File: src/rtl/pp_error_monitor.sv
// pp_error_monitor: batch error statistics for approximate multiplier rows.
// Optional squared-error accumulator: define PP_ERR_SQ_EN.
module pp_error_monitor #(
  parameter int Bitwidth     = 8,
  parameter int LOG2_SAMPLES = 8
) (
  input  logic                             clk,
  input  logic                             rst,
  input  logic                             start,
  input  logic                             in_valid,
  output logic                             in_ready,
  input  logic [Bitwidth-1:0]              a,
  input  logic [Bitwidth-1:0]              b,
  input  logic [2*Bitwidth-1:0]            pp1,
  input  logic [2*Bitwidth-1:0]            pp2,
  output logic                             stat_valid,
  input  logic                             stat_ready,
  output logic [2*Bitwidth+LOG2_SAMPLES-1:0] sum_ed,
  output logic [2*Bitwidth-1:0]            max_ed,
  output logic [LOG2_SAMPLES:0]            err_cnt,
  output logic                             busy
`ifdef PP_ERR_SQ_EN
  ,
  output logic [4*Bitwidth+LOG2_SAMPLES-1:0] sum_sq_ed
`endif
);

  localparam int PW = 2 * Bitwidth;
  localparam int SW = PW + LOG2_SAMPLES;

  localparam logic [1:0] IDLE   = 2'd0;
  localparam logic [1:0] RUN    = 2'd1;
  localparam logic [1:0] DRAIN  = 2'd2;
  localparam logic [1:0] REPORT = 2'd3;

  logic [1:0]              state;
  logic [LOG2_SAMPLES-1:0] cnt;
  logic                    accept;
  logic                    last;
  logic                    clear;

  logic                    s1_v;
  logic [PW-1:0]           s1_approx;
  logic [PW-1:0]           s1_exact;

  logic [PW-1:0]           approx;
  logic [PW-1:0]           exact;
  logic [PW-1:0]           ed;

  assign accept = in_valid && (state == RUN);
  assign last   = accept && (cnt == '1);
  assign clear  = start && (state == IDLE);

  assign in_ready   = (state == RUN);
  assign stat_valid = (state == REPORT);
  assign busy       = (state != IDLE);

  // approx drops the carry out of the 2*Bitwidth sum
  assign approx = pp1 + {pp2[PW-2:0], 1'b0};
  assign exact  = {{Bitwidth{1'b0}}, a}
                * {{Bitwidth{1'b0}}, b};

  assign ed = (s1_exact >= s1_approx)
            ? (s1_exact - s1_approx)
            : (s1_approx - s1_exact);

  // batch control: run N accepts, drain stage 2, hold report
  always_ff @(posedge clk) begin
    if (rst) begin
      state <= IDLE;
    end else begin
      unique case (1'b1)
        (state == IDLE):   if (start) state <= RUN;
        (state == RUN):    if (last) state <= DRAIN;
        (state == DRAIN):  state <= REPORT;
        (state == REPORT): if (stat_ready) state <= IDLE;
        default:           state <= IDLE;
      endcase
    end
  end

  // stage 1: register approx/exact products and count accepts
  always_ff @(posedge clk) begin
    if (rst) begin
      cnt       <= '0;
      s1_v      <= 1'b0;
      s1_approx <= '0;
      s1_exact  <= '0;
    end else begin
      s1_v <= accept;
      if (accept) begin
        s1_approx <= approx;
        s1_exact  <= exact;
        cnt       <= cnt + 1'b1;
      end
      if (clear) cnt <= '0;
    end
  end

  // stage 2: fold one error distance into the batch statistics
  always_ff @(posedge clk) begin
    if (rst || clear) begin
      sum_ed  <= '0;
      max_ed  <= '0;
      err_cnt <= '0;
    end else if (s1_v) begin
      sum_ed <= sum_ed + {{LOG2_SAMPLES{1'b0}}, ed};
      if (ed > max_ed) max_ed <= ed;
      if (ed != '0) err_cnt <= err_cnt + 1'b1;
    end
  end

`ifdef PP_ERR_SQ_EN
  logic [2*PW-1:0] ed_sq;

  assign ed_sq = {{PW{1'b0}}, ed} * {{PW{1'b0}}, ed};

  // stage 2: squared error accumulator
  always_ff @(posedge clk) begin
    if (rst || clear) begin
      sum_sq_ed <= '0;
    end else if (s1_v) begin
      sum_sq_ed <= sum_sq_ed + {{LOG2_SAMPLES{1'b0}}, ed_sq};
    end
  end
`endif

  logic unused_sw;
  assign unused_sw = (SW == 0);

endmodule

File: config.mk
export PLATFORM = sky130hd
export DESIGN_NAME = pp_error_monitor
export DESIGN_NICKNAME = d
export VERILOG_FILES = /design/src/rtl/pp_error_monitor.sv
export SDC_FILE = /design/constraint.sdc
export NUM_CORES = 1
export LEC_CHECK = 0
export ABC_AREA = 1
export CAP_MARGIN = 10
export CORE_UTILIZATION = 48
export CTS_CLUSTER_SIZE = 10
export DETAILED_ROUTE_END_ITERATION = 6
export HOLD_SLACK_MARGIN = 0.03
export PLACE_DENSITY_LB_ADDON = 0.1
export RECOVER_POWER = 25
export SKIP_CTS_REPAIR_TIMING = 1
export SLEW_MARGIN = 40
export SYNTH_ARGS = -nofsm -noshare
export SYNTH_HDL_FRONTEND = slang
export SYNTH_SLANG_ARGS = --single-unit
File: constraint.sdc
create_clock -name clk -period 3.9 [get_ports clk]
set_input_delay 0.39 -clock clk [delete_from_list [all_inputs] [get_ports clk]]
set_output_delay 0.39 -clock clk [all_outputs]
set_load 0.1 [all_outputs]
==> impl_metrics.toml <==
[cts]
clkTransAtPathRegs_ps = 70
htreeDepth = 3
clk_path_buf_depth = 2
cts_root_buffer = "clkbuf_16"
cts_sinks = 92
tritoncts = "yes"
cts_buffers = 9
insertion_delay_ps = 350

[yosys]
syn_avg_cell_area_um2 = 6.57
synth_warnings = 0
synth_area_mm2 = 0.00983
ys_types = 43
synthFlopType = "dfxtp_1"
synthCells = 1496
synthTopCellsByArea = "dfxtp_1 (19%), ha_1 (15%), nand2_1 (14%), inv_1 (12%), fa_1 (8.1%)"
yosysTopAreaCellShare_pct = 18.7
synthesis.nets = 1709
synth_edf_count = 0
ys_seq_elements = 92
ys_seq_area_share_pct = 18.7
synth_top_area_cell = "dfxtp_1"
synth_async_sr_flop_share_pct = 0

[global_route]
antenna_found_initial = 0
overflow = 0
grt_pass1_vias = 8852
grt_max_degree = 54
grt_pass1_wl_mm = 40.0
grt_usage_pct = 22.9

[worst_setup_path]
r2r_slack_ps = 260
cp_max_fo = 4
r2r_cells = 23
worstSetupPathType = "in2reg"
startpoint_type = "primary input"
arrival_ps = 3980
required_ps = 4150
worst_setup_path_end_kind = "register"
r2r_start = "s1_exact[0]"
reg2reg_to = "sum_ed[22]"

[finish]
final_area_mm2 = 0.0118
fin_nets = 1854
diodes = 0
fillers = 1981
final-seq-area_mm2 = 0.00184
fin_util_pct = 59.6
multi_input_area_mm2 = 0.00678
drive_gt1_share_pct = 11.8
synthToLayoutAreaGrowth_pct = 20.0

[timing]
period_share_pct = 95.8
fin_crit_ps = 3740
skew_ps = 12.9
hold_viol_final = 0
report.final.slew_viol_count = 0
max_freq_mhz = 268
tightestPinTransition_ps = 1170
worst_slack_ps = 165
setup_viol = 0
slew_headroom_pct = 22.2
setup_tns_ps = 0

[route]
wire_per_inst_um = 12.3
drtAntennaViolNets = 0
viasPerCell = 4.84
drt_wl_total_mm = 23.5
first_pass_iters = 5
via_count = 9254
drc_errors = 0
first_iter_violations = 347

[min_path]
holdPathStages = 2
min_from = "cnt[2]"
hold_end = "cnt[2]"
hold_class = "reg2reg"

[power]
swShare_pct = 55.9
p_per_area_mw_per_mm2 = 917
p_leak_nw = 6.46
total_power_mw = 10.8
pwr-share-clk_pct = 8.6
switchingPower_mw = 6.04
pwr-share-seq_pct = 10.8
pwr-share-comb_pct = 80.6
internal-power_mw = 4.77
vdd_ir_drop_max_v = 0.000495

[placed_design]
postPlaceCellArea_mm2 = 0.0114
portBuffers = 103
place.gp.congestion = 0.933
hpwl_mm = 19.7
pre_cts_ws_ps = -670

[floorplan]
core_area_mm2 = 0.0198
num_rows = 51
fp.dieW_um = 145
dieArea_mm2 = 0.0211
initial_core_util_pct = 49.7
num_io_pins = 105
die_h_um = 145

[run]
drv_cap = 0

[outcome]
run_status = "completed"
final cells by class:
| class | instances | share of cell area (%) |
|---|---|---|
| clock buffer | 9 | 1.91 |
| inverter | 328 | 10.4 |
| sequential | 92 | 15.6 |
| clock inverter | 7 | 0.774 |
| timing repair buffer | 178 | 11.0 |
| multi-input combinational | 1032 | 57.5 |
| tap | 265 | 2.81 |
sequential cells by signal, indices dropped and copies added (netlist names):
signal	count
state	2
sum_ed	24
s1_approx	16
s1_v	1
err_cnt	9
max_ed	16
s1_exact	16
cnt	8
through the flow:
step                hold slack [ps]  instances
global placement                448       1894
finish                          465       1911
floorplan                       435       1496
detailed placement              456       1894
global route                    491       1911
CTS                             470       1910
kinds of logic after synthesis:
kind of cell / synth area share, %
xor+xnor: 4.63
simple gates: 25.8
flops: 18.7
compound gates: 12.9
fa+ha+maj: 23.4
buf+inv: 14.6
worst max-delay path, stage by stage:
cell and delay, ps:
dlymetal6s2s_1 160, buf_4 160, nand2_1 50, inv_1 60, fa_2 370, fa_1 480
inv_1 50, fa_1 460, fa_1 510, inv_2 40, ha_4 220, a21o_1 180
a31oi_4 190, inv_2 60, a31oi_2 160, o21ai_1 100, xor2_1 140, o21ai_1 130
inv_1 50
worst max-delay path by stage:
stage	startpoint	to	slack, ps	cells after the start
floorplan	a[3]	s1_exact[13]	-9	17
global placement	a[3]	s1_exact[13]	-590	17
detailed placement	a[3]	s1_exact[13]	-670	17
CTS	a[3]	s1_exact[13]	-300	17
global route	a[2]	s1_exact[13]	-1	19
finish	a[2]	s1_exact[13]	160	19
power by group through the flow:
stage | clock network (mW) | registers, mW | logic (mW)
after detailed placement | 0 | 1.19 | 8.50
final | 0.932 | 1.17 | 8.72
after global placement | 0 | 1.18 | 8.46
after CTS | 0.957 | 1.17 | 8.54
after global routing | 0.992 | 1.19 | 9.74
after floorplan | 0 | 1.48 | 6.11
placed cells by master (no fill, tap or decap), types with 3 or more instances in the layout:
master / synthesis / final
ha_2: 0 / 3
a21oi_4: 1 / 3
nand2_2: 18 / 20
o21ai_0: 82 / 70
nor2_4: 5 / 5
dlymetal6s2s_1: 0 / 10
nand2_4: 7 / 7
nand3_2: 4 / 4
dfxtp_1: 92 / 92
fa_1: 40 / 38
inv_6: 0 / 3
nor2_1: 90 / 89
clkdlybuf4s50_1: 0 / 37
ha_4: 0 / 9
clkbuf_1: 37 / 34
nand4_1: 18 / 18
o21ai_1: 0 / 9
a21oi_2: 1 / 6
xor2_1: 36 / 36
clkbuf_16: 0 / 9
ha_1: 120 / 108
nor3_1: 9 / 9
a31oi_1: 7 / 4
nor2_2: 4 / 5
nand2_1: 357 / 355
inv_2: 3 / 7
clkbuf_2: 0 / 4
inv_1: 325 / 321
xnor2_1: 16 / 16
nand3_1: 65 / 65
a211oi_1: 8 / 8
a21oi_1: 121 / 114
o21ai_2: 0 / 3
buf_4: 0 / 75
o211ai_1: 4 / 4
buf_2: 4 / 18
cells in the mapped netlist, types with 2 or more instances:
master / n
a211oi_1: 8
a21o_1: 2
a21oi_1: 121
a31oi_1: 7
and2_1: 2
buf_2: 4
buf_6: 2
clkbuf_1: 37
dfxtp_1: 92
fa_1: 40
ha_1: 120
inv_1: 325
inv_2: 3
nand2_1: 357
nand2_2: 18
nand2_4: 7
nand3_1: 65
nand3_2: 4
nand4_1: 18
nor2_1: 90
nor2_2: 4
nor2_4: 5
nor3_1: 9
o2111ai_1: 2
o211ai_1: 4
o21ai_0: 82
o31ai_1: 2
xnor2_1: 16
xor2_1: 36
per-layer routing:
| metal | share of wire [%] | GRT usage, % |
|---|---|---|
| met1 | 46 | 28.4 |
| met2 | 48 | 40.8 |
| met3 | 3.4 | 2.67 |
| met4 | 2.6 | 7.89 |
| met5 | 0 | 0 |
(Power assumes the default switching activity.)
